**src/rtl/wb_cmd_master_if.sv**
```systemverilog
// Command/response stream and Wishbone pipelined bus bundle for wb_cmd_master.
// Signal names match the original flat port list so callers map one-to-one.
interface wb_cmd_master_if #(
    parameter int G_ADDR_SIZE = 8,
    parameter int G_DATA_SIZE = 16
) ();
    logic                   s_valid_i;
    logic                   s_ready_o;
    logic                   s_we_i;
    logic [G_ADDR_SIZE-1:0] s_addr_i;
    logic [G_DATA_SIZE-1:0] s_data_i;

    logic                   m_valid_o;
    logic                   m_ready_i;
    logic [G_DATA_SIZE-1:0] m_data_o;
    logic                   m_err_o;

    logic                   wb_cyc_o;
    logic                   wb_stb_o;
    logic                   wb_stall_i;
    logic                   wb_ack_i;
    logic                   wb_we_o;
    logic [G_ADDR_SIZE-1:0] wb_addr_o;
    logic [G_DATA_SIZE-1:0] wb_data_o;
    logic [G_DATA_SIZE-1:0] wb_data_i;

    modport master (
        input  s_valid_i, s_we_i, s_addr_i, s_data_i,
        output s_ready_o,
        output m_valid_o, m_data_o, m_err_o,
        input  m_ready_i,
        output wb_cyc_o, wb_stb_o, wb_we_o, wb_addr_o, wb_data_o,
        input  wb_stall_i, wb_ack_i, wb_data_i
    );

    modport slave (
        output s_valid_i, s_we_i, s_addr_i, s_data_i,
        input  s_ready_o,
        input  m_valid_o, m_data_o, m_err_o,
        output m_ready_i,
        input  wb_cyc_o, wb_stb_o, wb_we_o, wb_addr_o, wb_data_o,
        output wb_stall_i, wb_ack_i, wb_data_i
    );
endinterface

```
**src/rtl/wb_cmd_master.sv**
```systemverilog
// Single-outstanding Wishbone pipelined master: one bus transaction and one
// response per command, with a cycle timeout that aborts unanswered requests.
module wb_cmd_master #(
    parameter int G_ADDR_SIZE = 8,
    parameter int G_DATA_SIZE = 16,
    parameter int G_TIMEOUT   = 15
) (
    input  logic            clk_i,
    input  logic            rst_n_i,
    wb_cmd_master_if.master bus
);
    typedef enum logic [1:0] {IDLE, REQ, WAIT, RESP} state_e;

    localparam int CNT_W = $clog2(G_TIMEOUT) + 1;
    localparam logic [CNT_W-1:0] CNT_LAST = CNT_W'(G_TIMEOUT - 1);

    state_e                 state_q, state_d;
    logic                   cyc_q, cyc_d;
    logic                   stb_q, stb_d;
    logic                   we_q, we_d;
    logic [G_ADDR_SIZE-1:0] addr_q, addr_d;
    logic [G_DATA_SIZE-1:0] wdata_q, wdata_d;
    logic                   mvalid_q, mvalid_d;
    logic [G_DATA_SIZE-1:0] mdata_q, mdata_d;
    logic                   merr_q, merr_d;
    logic [CNT_W-1:0]       cnt_q, cnt_d;
    logic                   s_ready;

    assign s_ready = (state_q == IDLE) && rst_n_i;

    always_ff @(posedge clk_i) begin
        if (!rst_n_i) begin
            state_q  <= IDLE;
            cyc_q    <= 1'b0;
            stb_q    <= 1'b0;
            we_q     <= 1'b0;
            addr_q   <= '0;
            wdata_q  <= '0;
            mvalid_q <= 1'b0;
            mdata_q  <= '0;
            merr_q   <= 1'b0;
            cnt_q    <= '0;
        end else begin
            state_q  <= state_d;
            cyc_q    <= cyc_d;
            stb_q    <= stb_d;
            we_q     <= we_d;
            addr_q   <= addr_d;
            wdata_q  <= wdata_d;
            mvalid_q <= mvalid_d;
            mdata_q  <= mdata_d;
            merr_q   <= merr_d;
            cnt_q    <= cnt_d;
        end
    end

    always_comb begin
        state_d  = state_q;
        cyc_d    = cyc_q;
        stb_d    = stb_q;
        we_d     = we_q;
        addr_d   = addr_q;
        wdata_d  = wdata_q;
        mvalid_d = mvalid_q;
        mdata_d  = mdata_q;
        merr_d   = merr_q;
        cnt_d    = (cnt_q == '1) ? cnt_q : cnt_q + 1'b1;

        unique case (state_q)
            IDLE: begin
                cnt_d = cnt_q;
                if (bus.s_valid_i && s_ready) begin
                    we_d    = bus.s_we_i;
                    addr_d  = bus.s_addr_i;
                    wdata_d = bus.s_we_i ? bus.s_data_i : '0;
                    cyc_d   = 1'b1;
                    stb_d   = 1'b1;
                    cnt_d   = '0;
                    state_d = REQ;
                end
            end
            REQ: begin
                if (cnt_q == CNT_LAST) begin
                    cyc_d    = 1'b0;
                    stb_d    = 1'b0;
                    we_d     = 1'b0;
                    addr_d   = '0;
                    wdata_d  = '0;
                    mvalid_d = 1'b1;
                    merr_d   = 1'b1;
                    mdata_d  = '0;
                    state_d  = RESP;
                end else if (!bus.wb_stall_i) begin
                    stb_d   = 1'b0;
                    state_d = WAIT;
                end
            end
            WAIT: begin
                // ACK on the timeout edge still counts as a normal completion.
                if (bus.wb_ack_i) begin
                    mdata_d  = we_q ? '0 : bus.wb_data_i;
                    merr_d   = 1'b0;
                    mvalid_d = 1'b1;
                    cyc_d    = 1'b0;
                    we_d     = 1'b0;
                    addr_d   = '0;
                    wdata_d  = '0;
                    state_d  = RESP;
                end else if (cnt_q == CNT_LAST) begin
                    cyc_d    = 1'b0;
                    stb_d    = 1'b0;
                    we_d     = 1'b0;
                    addr_d   = '0;
                    wdata_d  = '0;
                    mvalid_d = 1'b1;
                    merr_d   = 1'b1;
                    mdata_d  = '0;
                    state_d  = RESP;
                end
            end
            RESP: begin
                cnt_d = cnt_q;
                if (bus.m_ready_i) begin
                    mvalid_d = 1'b0;
                    mdata_d  = '0;
                    merr_d   = 1'b0;
                    state_d  = IDLE;
                end
            end
            default: state_d = IDLE;
        endcase
    end

    assign bus.s_ready_o = s_ready;
    assign bus.m_valid_o = mvalid_q;
    assign bus.m_data_o  = mdata_q;
    assign bus.m_err_o   = merr_q;
    assign bus.wb_cyc_o  = cyc_q;
    assign bus.wb_stb_o  = stb_q;
    assign bus.wb_we_o   = we_q;
    assign bus.wb_addr_o = addr_q;
    assign bus.wb_data_o = wdata_q;
endmodule

```
**src/flat_wrapper.sv**
```systemverilog
// flat-port wrapper written by rule: the top's interface ports become plain ports
module wb_cmd_master_flat 
#(
    parameter int G_ADDR_SIZE = 8,
    parameter int G_DATA_SIZE = 16,
    parameter int G_TIMEOUT   = 15
)
  (clk_i, rst_n_i, bus_s_valid_i, bus_s_we_i, bus_s_addr_i, bus_s_data_i, bus_s_ready_o, bus_m_valid_o, bus_m_data_o, bus_m_err_o, bus_m_ready_i, bus_wb_cyc_o, bus_wb_stb_o, bus_wb_we_o, bus_wb_addr_o, bus_wb_data_o, bus_wb_stall_i, bus_wb_ack_i, bus_wb_data_i);
  wb_cmd_master_if #(.G_ADDR_SIZE(G_ADDR_SIZE), .G_DATA_SIZE(G_DATA_SIZE)) bus_i ();
  input  logic clk_i;
  input  logic rst_n_i;
  input wire logic [$bits(bus_i.s_valid_i)-1:0] bus_s_valid_i;
  input wire logic [$bits(bus_i.s_we_i)-1:0] bus_s_we_i;
  input wire logic [$bits(bus_i.s_addr_i)-1:0] bus_s_addr_i;
  input wire logic [$bits(bus_i.s_data_i)-1:0] bus_s_data_i;
  output wire logic [$bits(bus_i.s_ready_o)-1:0] bus_s_ready_o;
  output wire logic [$bits(bus_i.m_valid_o)-1:0] bus_m_valid_o;
  output wire logic [$bits(bus_i.m_data_o)-1:0] bus_m_data_o;
  output wire logic [$bits(bus_i.m_err_o)-1:0] bus_m_err_o;
  input wire logic [$bits(bus_i.m_ready_i)-1:0] bus_m_ready_i;
  output wire logic [$bits(bus_i.wb_cyc_o)-1:0] bus_wb_cyc_o;
  output wire logic [$bits(bus_i.wb_stb_o)-1:0] bus_wb_stb_o;
  output wire logic [$bits(bus_i.wb_we_o)-1:0] bus_wb_we_o;
  output wire logic [$bits(bus_i.wb_addr_o)-1:0] bus_wb_addr_o;
  output wire logic [$bits(bus_i.wb_data_o)-1:0] bus_wb_data_o;
  input wire logic [$bits(bus_i.wb_stall_i)-1:0] bus_wb_stall_i;
  input wire logic [$bits(bus_i.wb_ack_i)-1:0] bus_wb_ack_i;
  input wire logic [$bits(bus_i.wb_data_i)-1:0] bus_wb_data_i;
  assign bus_i.s_valid_i = bus_s_valid_i;
  assign bus_i.s_we_i = bus_s_we_i;
  assign bus_i.s_addr_i = bus_s_addr_i;
  assign bus_i.s_data_i = bus_s_data_i;
  assign bus_s_ready_o = bus_i.s_ready_o;
  assign bus_m_valid_o = bus_i.m_valid_o;
  assign bus_m_data_o = bus_i.m_data_o;
  assign bus_m_err_o = bus_i.m_err_o;
  assign bus_i.m_ready_i = bus_m_ready_i;
  assign bus_wb_cyc_o = bus_i.wb_cyc_o;
  assign bus_wb_stb_o = bus_i.wb_stb_o;
  assign bus_wb_we_o = bus_i.wb_we_o;
  assign bus_wb_addr_o = bus_i.wb_addr_o;
  assign bus_wb_data_o = bus_i.wb_data_o;
  assign bus_i.wb_stall_i = bus_wb_stall_i;
  assign bus_i.wb_ack_i = bus_wb_ack_i;
  assign bus_i.wb_data_i = bus_wb_data_i;
  wb_cmd_master #(.G_ADDR_SIZE(G_ADDR_SIZE), .G_DATA_SIZE(G_DATA_SIZE), .G_TIMEOUT(G_TIMEOUT)) u_core (.clk_i(clk_i), .rst_n_i(rst_n_i), .bus(bus_i));
endmodule
```
**config.mk**
```make
export PLATFORM = sky130hd
export DESIGN_NAME = wb_cmd_master_flat
export DESIGN_NICKNAME = d
export VERILOG_FILES = /design/src/rtl/wb_cmd_master_if.sv /design/src/rtl/wb_cmd_master.sv /design/src/flat_wrapper.sv
export SDC_FILE = /design/constraint.sdc
export NUM_CORES = 1
export LEC_CHECK = 0
export CORE_ASPECT_RATIO = 0.6
export CORE_MARGIN = 2
export CORE_UTILIZATION = 30
export DETAILED_ROUTE_END_ITERATION = 8
export PLACE_DENSITY_LB_ADDON = 0.3
export SLEW_MARGIN = 20
export SYNTH_ARGS = -nofsm -noshare
export SYNTH_HDL_FRONTEND = slang
export SYNTH_SLANG_ARGS = --single-unit
export TNS_END_PERCENT = 5
```
**constraint.sdc**
```tcl
create_clock -name clk_i -period 2.4 [get_ports clk_i]
set_clock_uncertainty 0.2 [all_clocks]
set_input_delay 0.48 -clock clk_i [delete_from_list [all_inputs] [get_ports clk_i]]
set_output_delay 0.48 -clock clk_i [all_outputs]
set_load 0.005 [all_outputs]
```
==> flow_summary_export.csv <==
group,metric,value,unit
outcome,status,"finished, final reports clean",
grt,grt_max_degree,26,
sta,drv_slew,0,
finish,diodes,0,
cts,cts_tree,"yes",
routing,viasPerCell,4.73,
sta,holdWs,273,ps
die,start_util,0.307,
place,placed_cell_area,3080,um^2
sta,period_share,0.957,
synth,synth.yosys.seq_area_share,0.513,
routing,drtPass1Iterations,4,
sta,max-slew-margin-rel,0.670,
sta,final-setup-viol-count,0,
routing,wl_per_cell,14.5,um
synth,synth_cell_types,37,
cts,cts_htree_levels,2,
cts,clockBufferDepth,2,
sta,fin_crit,2300,ps
worst_hold_path,whs_path_depth,2,
worst_hold_path,hold_path_end,"u_core.bus.wb_stb_o",
critical_path,critPathCaptureType,"output port",
cts,cts_sinks,52,
cts,clkTransAtPathRegs,60,ps
routing,drt_wl_total,5340,um
synth,syn-instance-count,182,
finish,fillers,631,
flow_run,max_cap_viol_count,0,
die,row_count,23,
sta,fmax,435,MHz
worst_hold_path,hp-class,"flip-flop to flip-flop",
synth,synth_edf_count,0,
die,die_area,7460,um^2
place,place_ws,160,ps
critical_path,critPathMaxFanout,7,
sta,hold_viol_final,0,
critical_path,reg2reg_from,"u_core.state_q[0]",
synth,async_reset_ff_frac,0,
die,io_pins,93,
cts,cts_root_buf,"clkbuf_16",
pwr,power,2970,uW
synth,synth_area,2030,um^2
die,die_height,67.7,um
critical_path,ff2ff_setup_slack,330,ps
critical_path,r2r_end,"u_core.state_q[0]",
synth,ys_seq_elements,52,
cts,insertion_delay,280,ps
grt,groute.usage.overall,0.146,
finish,final_nets,335,
pwr,p_leak,0.00125,uW
finish,drive_gt1_frac,0.135,
grt,antenna_found_initial,0,
sta,rsz0062_at_grt,"false",
cts,cts_setup_buffers,0,
cts,cts-buffers-inserted,5,
synth,avgSynthCellArea,11.2,um^2
die,die_w,110,um
finish,design_area,3240,um^2
sta,tns,0,ps
place,gp_congestion,0.788,
synth,synth_ff_type,"dfxtp_1",
routing,drc,0,
grt,grt_pass1_wl,8200,um
critical_path,cp-start-kind,"flip-flop",
routing,ant_nets,0,
critical_path,crit_arrival,1620,ps
grt,grt.overflow.total,0,
pwr,ir_drop,0.000335,V
synth,yosysWarnings,0,
critical_path,critical_path_class,"flip-flop to output port",
routing,vias,1741,
finish,synthToLayoutAreaGrowth,59.7,%
cts,hold_buffers,0,
grt,first_global_vias,1655,
routing,drt_iter0_drc,94,
pwr,p_per_area,916,nW/um^2
place,dp_hpwl,3910,um
critical_path,ff2ff_path_depth,6,
worst_hold_path,hp-start,"u_core.bus.wb_stb_o",
synth,syn_nets,237,
place,io_buffers,92,
sta,worst_slack,103,ps
die,core-area,6620,um^2
critical_path,worstPathRequired,1720,ps
sta,worst_slew_pin_slew,491,ps
[registers in the layout (all words and copies together) (netlist names)]
register and flops:
u_core.bus.m_err_o 1, u_core.bus.wb_addr_o 8, u_core.state_q 2, u_core.bus.m_valid_o 1
u_core.bus.wb_we_o 1, u_core.bus.wb_stb_o 1, u_core.bus.wb_data_o 16, u_core.cnt_q 5
u_core.bus.wb_cyc_o 1, u_core.bus.m_data_o 16
[cell families (layout without fill, tap and decap cells)]
kind of cell,Yosys count,in the layout,share of synthesized area
AND/OR/NAND/NOR,39,39,0.124
adder cells (fa/ha/maj),8,8,0.0493
multiplexers,2,2,0.00986
buffers and inverters,13,112,0.0376
AO/OA/AOI/OAI,68,68,0.266
flip-flops,52,52,0.513
[cells in the mapped netlist (3+ instances only)]
cell / number / share of area
nand2_1: 5 / 0.0092
nand3_1: 3 / 0.0074
dfxtp_1: 52 / 0.51
nor2_1: 8 / 0.015
a22o_1: 24 / 0.10
nor3_1: 3 / 0.0074
a22o_2: 16 / 0.079
a21oi_1: 9 / 0.022
ha_1: 8 / 0.049
buf_2: 4 / 0.0099
o21ai_0: 8 / 0.020
and2_1: 3 / 0.0092
inv_1: 5 / 0.0092
[cells in the final DEF, fill, tap and decap left out, types with 3 or more instances in the layout]
cell / instances
o21ai_0: 8
ha_1: 7
nand3_1: 3
clkbuf_16: 5
buf_4: 5
dfxtp_1: 52
clkdlybuf4s50_1: 92
nor2_1: 8
a21oi_1: 9
nor3_1: 3
a22o_1: 24
nand2_1: 5
and2_1: 3
a22o_2: 16
inv_1: 5
[cell type report]
class,instances,area [um^2],share of cell area
tap,87,109,0.0336
multi-input combinational,117,926,0.285
clock inverter,1,7.51,0.00231
clock buffer,7,143,0.0440
timing repair buffer,99,998,0.308
inverter,5,18.8,0.00579
sequential,52,1040,0.321
[power by group]
part           switching (uW)  internal, uW
logic                     497           636
registers                 102          1020
clock network             297           416
total                     896          2080
[metal layers]
layer / GRT usage / wire (um) / part of all wire / vias up
li1: - / - / - / 871
met1: 0.204 / 2690 / 0.50 / 789
met2: 0.195 / 1990 / 0.37 / 79
met3: 0.0753 / 636 / 0.12 / 2
met4: 0.0391 / 25 / 0.0047 / 0
met5: 0 / 0 / 0 / -
[critical path, stage by stage, from the launching register on]
cell and delay [ps]:
dfxtp_1 330, inv_1 190, ha_4 210, and2_1 120
clkdlybuf4s50_1 490
[worst max-delay path by stage]
stage | from | endpoint | slack (ps) | cells past startpoint
after floorplan | u_core.state_q[0] | u_core.bus.wb_data_o[10] | 400 | 8
after CTS | u_core.state_q[0] | bus_s_ready_o | 50 | 4
after global routing | u_core.state_q[0] | bus_s_ready_o | 30 | 4
final | u_core.state_q[0] | bus_s_ready_o | 100 | 4
after detailed placement | bus_wb_ack_i | u_core.state_q[0] | 160 | 5
after global placement | rst_n_i | bus_s_ready_o | 170 | 3
[stage by stage]
| step | cells | utilization |
|---|---|---|
| floorplan | 182 | - |
| global placement | 360 | 0.465 |
| finish | 368 | 0.490 |
| CTS | 368 | 0.488 |
| detailed placement | 360 | 0.465 |
| global route | 368 | 0.490 |
[what timing repair did]
item | in CTS | in global routing
endpoints found under the setup margin | 1 | 1
endpoints found under the hold margin | 0 | 0
gates resized for setup | 1 | 1
(Power assumes the default switching activity.)
